==> src/rtl/cle_stats.sv <==
// rtl/cle_stats.sv - post-labeling scan building a per-label area/bbox table
// Optional bounding-box storage enabled by defining CLE_STATS_BBOX_EN.
module cle_stats #(
  parameter int MAX_OBJ = 8,
  parameter int IDX_W   = 3
) (
  input  logic             clk_i,
  input  logic             reset_i,
  input  logic             start_i,
  input  logic [7:0]       sram_q_i,
  output logic [9:0]       sram_a_o,
  output logic             busy_o,
  output logic             done_o,
  output logic [IDX_W:0]   obj_cnt_o,
  output logic             overflow_o,
  input  logic [IDX_W-1:0] rd_idx_i,
  output logic             rd_valid_o,
  output logic [7:0]       rd_label_o,
  output logic [10:0]      rd_area_o,
  output logic [4:0]       rd_rmin_o,
  output logic [4:0]       rd_rmax_o,
  output logic [4:0]       rd_cmin_o,
  output logic [4:0]       rd_cmax_o
);

  typedef enum logic [1:0] {S_IDLE, S_SCAN, S_DRAIN, S_DONE} state_e;

  state_e          state_q, state_d;
  logic [9:0]      addr_q, addr_d;
  logic            p_vld_q, p_vld_d;
  logic [IDX_W:0]  cnt_q, cnt_d;
  logic            ovf_q, ovf_d;
  logic            done_q, done_d;
  logic [7:0]      label_q [MAX_OBJ];
  logic [7:0]      label_d [MAX_OBJ];
  logic [10:0]     area_q  [MAX_OBJ];
  logic [10:0]     area_d  [MAX_OBJ];
  logic            hit;
  logic [IDX_W-1:0] hit_idx, new_idx;
`ifdef CLE_STATS_BBOX_EN
  logic [9:0]      p_addr_q, p_addr_d;
  logic [4:0]      rmin_q [MAX_OBJ], rmin_d [MAX_OBJ];
  logic [4:0]      rmax_q [MAX_OBJ], rmax_d [MAX_OBJ];
  logic [4:0]      cmin_q [MAX_OBJ], cmin_d [MAX_OBJ];
  logic [4:0]      cmax_q [MAX_OBJ], cmax_d [MAX_OBJ];
  logic [4:0]      pix_r, pix_c;
`endif

  always_comb begin
    state_d = state_q;
    addr_d  = addr_q;
    p_vld_d = 1'b0;
    cnt_d   = cnt_q;
    ovf_d   = ovf_q;
    done_d  = done_q;
    label_d = label_q;
    area_d  = area_q;
    hit     = 1'b0;
    hit_idx = '0;
    new_idx = cnt_q[IDX_W-1:0];
`ifdef CLE_STATS_BBOX_EN
    p_addr_d = addr_q;
    rmin_d   = rmin_q;
    rmax_d   = rmax_q;
    cmin_d   = cmin_q;
    cmax_d   = cmax_q;
    pix_r    = p_addr_q[9:5];
    pix_c    = p_addr_q[4:0];
`endif

    case (state_q)
      S_IDLE, S_DONE: begin
        if (start_i) begin
          state_d = S_SCAN;
          addr_d  = '0;
          cnt_d   = '0;
          ovf_d   = 1'b0;
          done_d  = 1'b0;
          for (int i = 0; i < MAX_OBJ; i++) begin
            label_d[i] = '0;
            area_d[i]  = '0;
`ifdef CLE_STATS_BBOX_EN
            rmin_d[i] = '0;
            rmax_d[i] = '0;
            cmin_d[i] = '0;
            cmax_d[i] = '0;
`endif
          end
        end
      end
      S_SCAN: begin
        p_vld_d = 1'b1;
        if (addr_q == 10'd1023) state_d = S_DRAIN;
        else                    addr_d  = addr_q + 10'd1;
      end
      S_DRAIN: begin
        state_d = S_DONE;
        done_d  = 1'b1;
      end
      default: state_d = S_IDLE;
    endcase

    for (int i = 0; i < MAX_OBJ; i++) begin
      if ((IDX_W+1)'(i) < cnt_q && label_q[i] == sram_q_i) begin
        hit     = 1'b1;
        hit_idx = IDX_W'(i);
      end
    end

    // p_vld_q is only set in SCAN/DRAIN, so this never collides with the start-time clear
    if (p_vld_q && sram_q_i != 8'd0) begin
      if (hit) begin
        area_d[hit_idx] = area_q[hit_idx] + 11'd1;
`ifdef CLE_STATS_BBOX_EN
        rmin_d[hit_idx] = (pix_r < rmin_q[hit_idx]) ? pix_r : rmin_q[hit_idx];
        rmax_d[hit_idx] = (pix_r > rmax_q[hit_idx]) ? pix_r : rmax_q[hit_idx];
        cmin_d[hit_idx] = (pix_c < cmin_q[hit_idx]) ? pix_c : cmin_q[hit_idx];
        cmax_d[hit_idx] = (pix_c > cmax_q[hit_idx]) ? pix_c : cmax_q[hit_idx];
`endif
      end else if (cnt_q < (IDX_W+1)'(MAX_OBJ)) begin
        label_d[new_idx] = sram_q_i;
        area_d[new_idx]  = 11'd1;
`ifdef CLE_STATS_BBOX_EN
        rmin_d[new_idx] = pix_r;
        rmax_d[new_idx] = pix_r;
        cmin_d[new_idx] = pix_c;
        cmax_d[new_idx] = pix_c;
`endif
        cnt_d = cnt_q + 1'b1;
      end else begin
        ovf_d = 1'b1;
      end
    end
  end

  always_ff @(posedge clk_i) begin
    if (reset_i) begin
      state_q <= S_IDLE;
      addr_q  <= '0;
      p_vld_q <= 1'b0;
      cnt_q   <= '0;
      ovf_q   <= 1'b0;
      done_q  <= 1'b0;
      for (int i = 0; i < MAX_OBJ; i++) begin
        label_q[i] <= '0;
        area_q[i]  <= '0;
`ifdef CLE_STATS_BBOX_EN
        rmin_q[i] <= '0;
        rmax_q[i] <= '0;
        cmin_q[i] <= '0;
        cmax_q[i] <= '0;
`endif
      end
`ifdef CLE_STATS_BBOX_EN
      p_addr_q <= '0;
`endif
    end else begin
      state_q <= state_d;
      addr_q  <= addr_d;
      p_vld_q <= p_vld_d;
      cnt_q   <= cnt_d;
      ovf_q   <= ovf_d;
      done_q  <= done_d;
      for (int i = 0; i < MAX_OBJ; i++) begin
        label_q[i] <= label_d[i];
        area_q[i]  <= area_d[i];
`ifdef CLE_STATS_BBOX_EN
        rmin_q[i] <= rmin_d[i];
        rmax_q[i] <= rmax_d[i];
        cmin_q[i] <= cmin_d[i];
        cmax_q[i] <= cmax_d[i];
`endif
      end
`ifdef CLE_STATS_BBOX_EN
      p_addr_q <= p_addr_d;
`endif
    end
  end

  assign sram_a_o   = addr_q;
  assign busy_o     = (state_q == S_SCAN) || (state_q == S_DRAIN);
  assign done_o     = done_q;
  assign obj_cnt_o  = cnt_q;
  assign overflow_o = ovf_q;
  assign rd_valid_o = ({1'b0, rd_idx_i} < cnt_q);
  assign rd_label_o = rd_valid_o ? label_q[rd_idx_i] : 8'd0;
  assign rd_area_o  = rd_valid_o ? area_q[rd_idx_i]  : 11'd0;
`ifdef CLE_STATS_BBOX_EN
  assign rd_rmin_o  = rd_valid_o ? rmin_q[rd_idx_i] : 5'd0;
  assign rd_rmax_o  = rd_valid_o ? rmax_q[rd_idx_i] : 5'd0;
  assign rd_cmin_o  = rd_valid_o ? cmin_q[rd_idx_i] : 5'd0;
  assign rd_cmax_o  = rd_valid_o ? cmax_q[rd_idx_i] : 5'd0;
`else
  assign rd_rmin_o  = 5'd0;
  assign rd_rmax_o  = 5'd0;
  assign rd_cmin_o  = 5'd0;
  assign rd_cmax_o  = 5'd0;
`endif

endmodule

==> config.mk <==
export PLATFORM = sky130hd
export DESIGN_NAME = cle_stats
export DESIGN_NICKNAME = d
export VERILOG_FILES = /design/src/rtl/cle_stats.sv
export SDC_FILE = /design/constraint.sdc
export NUM_CORES = 1
export LEC_CHECK = 0
export ABC_AREA = 1
export CAP_MARGIN = 5
export CORE_ASPECT_RATIO = 0.75
export CORE_MARGIN = 2
export CORE_UTILIZATION = 45
export CTS_BUF_LIST = sky130_fd_sc_hd__clkbuf_8
export CTS_CLUSTER_DIAMETER = 50
export DETAILED_ROUTE_END_ITERATION = 10
export GPL_ROUTABILITY_DRIVEN = 0
export HOLD_SLACK_MARGIN = 0.02
export PLACE_DENSITY_LB_ADDON = 0.08
export SLEW_MARGIN = 25
export SYNTH_ARGS = -nofsm -noshare
export SYNTH_HDL_FRONTEND = slang
export SYNTH_SLANG_ARGS = --single-unit
==> constraint.sdc <==
create_clock -name clk_i -period 3.4 [get_ports clk_i]
set_input_delay 0.68 -clock clk_i [delete_from_list [all_inputs] [get_ports clk_i]]
set_output_delay 0.68 -clock clk_i [all_outputs]
set_load 0.01 [all_outputs]
==> results_dict.tcl <==
set metrics [dict create \
    grt_max_degree 108 \
    power_density_mw_per_mm2 428 \
    clock-sinks 171 \
    drtAntennaViolNets 0 \
    finalSetupViolations 0 \
    overflow 0 \
    antenna-diode-count 0 \
    clkSlewWorstSetupHoldPaths_ns 0.10 \
    start_util_pct 46.0 \
    postCtsHoldBufs 0 \
    yosysWarnings 0 \
    status "finished clean" \
    fmax_mhz 294 \
    r2r_slack_ns 0.00003 \
    grt_util_met1_pct 51.4 \
    slowest_stage "dfxtp_2" \
    cts.path.max_buffers 2 \
    clock_latency_ns 0.52 \
    setup.worst_path.end_class "flop" \
    track_usage_pct 33.6 \
    leakagePower_nw 7.22 \
    synth_seq_area_share_pct 25.5 \
    r2r_cells 26 \
    dpl.hpwl_um 38000 \
    dp_cells 2724 \
    ys.flop_type "dfxtp_1" \
    grt_pass1_wl_um 81600 \
    cp.arrival_ns 3.82 \
    layout-drive-gt1-share_pct 20.8 \
    ys_seq_elements 171 \
    slew_violations 0 \
    cts_buffers 17 \
    drc 0 \
    post_drt_via_cell_ratio 5.79 \
    hp-start "done_o" \
    syn2layout_area_growth_pct 27.5 \
    die_h_um 154 \
    holdPathEnd "done_o" \
    io_pins 71 \
    h-tree-depth 4 \
    hold_depth 2 \
    portBuffers 50 \
    dieArea_mm2 0.0312 \
    start_kind "flop" \
    synth_area_mm2 0.0134 \
    drtIter0Drc 1819 \
    fin_skew_ns 0.0187 \
    num_rows 54 \
    synth_cell_types 55 \
    stdcell_count 2783 \
    vias 16127 \
    grt_pass1_vias 14164 \
    fp.dieW_um 203 \
    finalHoldViolCount 0 \
    ys_async_sr_fraction_pct 0 \
    wl_per_cell_um 19.4 \
    dr.pass1.iters 6 \
    required_ns 3.82 \
    worstMarginPinSlew_ns 0.977 \
    grt_util_met3_pct 9.56 \
    syn_avg_cell_area_um2 6.14 \
    cts_root_buffer "clkbuf_8" \
    synth-edff-count 0 \
    min_period_over_period_pct 100 \
    max-vdd-ir-drop_v 0.000833 \
    grt_busiest_layer "met1" \
    antenna_found_initial 0 \
    fp.coreArea_mm2 0.0292 \
    r2r-end "area_q[63]" \
    nets 2402 \
    use_met2_pct 45.0 \
    slowest_delay_ns 0.37 \
    netlist_instances 2184 \
    crit_buf_inv 4 \
    fin_crit_ns 3.40 \
    rr_startpoint "obj_cnt_o[0]" \
    cap_violations 0 \
    slew_headroom_pct 34.9 \
    whs_ns 0.475 \
    drt-total-wl_um 53900 \
    crit_type "reg2reg" \
    hp-class "reg2reg" \
    cp_max_fo 8 \
    cts_tree "built" \
    critical-path-top-delay-family "simple AND/OR/NAND/NOR gates" \
]
==> synth_stat cells (3+ instances only) <==
cell type	instances	share of area, %
a211oi_1	71	4.0
nor2_4	7	0.59
nand2_4	7	0.59
o21bai_1	20	1.1
nand4_2	6	0.56
o21ai_1	17	0.63
nand3_2	7	0.52
inv_2	23	0.64
buf_6	13	1.1
buf_1	3	0.084
buf_2	20	0.75
a21oi_1	233	8.7
nand3_4	3	0.39
clkinv_1	3	0.084
xnor2_1	15	0.98
or2_2	3	0.14
nor2_8	4	0.60
o21ai_0	287	11
nand3_1	119	4.4
inv_1	258	7.2
a31oi_1	37	1.7
clkbuf_1	104	2.9
nor2_1	274	7.7
nand4_1	28	1.3
buf_4	26	1.5
a21oi_2	4	0.26
nand2_1	312	8.7
dfxtp_1	171	26
nand2_2	11	0.51
ha_1	9	0.84
o22ai_1	9	0.42
o211ai_1	11	0.62
o21a_1	3	0.17
xor2_1	8	0.52
nor2_2	16	0.75
nor3_1	15	0.56
xnor2_2	3	0.36
==> stage by stage <==
step | utilization, % | setup WS, ns | TNS (ns) | total power, mW | cell area (um^2)
2_1_floorplan | - | 0.0141 | 0 | 4.29 | 13500
3_3_place_gp | 54.3 | -0.845 | -79.20 | 5.43 | 15800
3_5_place_dp | 54.3 | -0.926 | -86.65 | 5.48 | 15800
4_1_cts | 57.1 | -0.00337 | -0.00617 | 7.14 | 16700
5_1_grt | 58.6 | -0.147 | -2.40 | 7.69 | 17100
6_report | 58.6 | 0.0000311 | 0 | 7.31 | 17100
==> how the worst max path moves through the flow <==
| stage | start | to | slack, ns | cells after the start |
|---|---|---|---|---|
| floorplan | sram_q_i[7] | area_q[63] | 0.01 | 27 |
| CTS | sram_q_i[5] | area_q[52] | -0.003 | 27 |
| global route | obj_cnt_o[0] | area_q[41] | -0.15 | 26 |
| finish | obj_cnt_o[0] | area_q[63] | 0.00003 | 26 |
| global placement | sram_q_i[3] | area_q[19] | -0.84 | 27 |
| detailed placement | sram_q_i[3] | area_q[63] | -0.93 | 27 |
==> registers in the layout, indices dropped and copies added, names as in the netlist <==
| signal | cells |
|---|---|
| label_q | 64 |
| done_o | 1 |
| state_q | 2 |
| obj_cnt_o | 4 |
| area_q | 88 |
| sram_a_o | 10 |
| p_vld_q | 1 |
| overflow_o | 1 |
==> kinds of logic (layout without fill, tap and decap cells) <==
group	after synthesis	after routing	synth area share [%]
DFF	171	171	25.5
and+or+nand+nor	820	820	27.9
AOI/OAI and AO/OA	704	704	29.2
other	1	20	0.0280
xor gates and xnor gates	28	28	2.28
buffers and inverters	451	639	14.3
adders and majority gates	9	9	0.840
==> routing by layer <==
layer	vias to the layer above	part of all wire, %
li1	7640	-
met1	7492	46
met2	910	40
met3	85	13
met4	0	1.9
met5	-	0
==> worst reg2reg max path: stages, from the launching register on <==
cell,delay (ns)
dfxtp_2,0.37
inv_1,0.07
ha_1,0.25
nand2_1,0.12
nand2_1,0.10
nor2_2,0.12
nand3_2,0.10
nor2_4,0.16
nor2_4,0.07
nand2_4,0.12
nor2_8,0.07
nand2_4,0.08
inv_2,0.04
nand2_2,0.05
nand2_1,0.06
nor2_1,0.16
nand3_2,0.14
inv_4,0.10
ha_4,0.17
nand3_4,0.08
nor2_4,0.17
nand2_4,0.10
o21ai_4,0.18
buf_12,0.15
nand3_2,0.07
a21oi_1,0.15
nor2_1,0.05
==> report_power, final <==
part           internal, mW  total (mW)  switching [mW]
clock                 0.802        1.66           0.857
combinational          1.10        3.23            2.13
sequential             2.27        2.42           0.156
total                  4.17        7.31            3.14
==> placed cells by master (no fill, tap or decap), drive strengths merged, types with 9 or more instances in the layout <==
cell           count
nand2            330
o21ai            307
nor2             301
inv              283
buf              274
a21oi            237
dfxtp            171
nand3            129
a211oi            71
a31oi             37
nand4             34
clkdlybuf4s50     30
clkbuf            25
o21bai            20
conb              20
xnor2             18
nor3              16
o211ai            11
xor2              10
dlymetal6s2s       9
o22ai              9
ha                 9
==> area by class of cell <==
type | count | area, um^2
multi-input combinational | 1581 | 8650
fill | 2838 | 12100
inverter | 285 | 1090
sequential | 171 | 3430
timing repair buffer | 323 | 3010
clock inverter | 10 | 140
tap | 392 | 490
clock buffer | 21 | 289
==> repair_timing <==
item                                    CTS  global route
endpoints found under the setup margin   98            93
setup buffers                            17            11
hold endpoints to repair                  0             0
resized for setup                        58            99
cloned                                    1             0
pin swaps                                20            42
No activity file was read; power rests on OpenSTA's default activity.
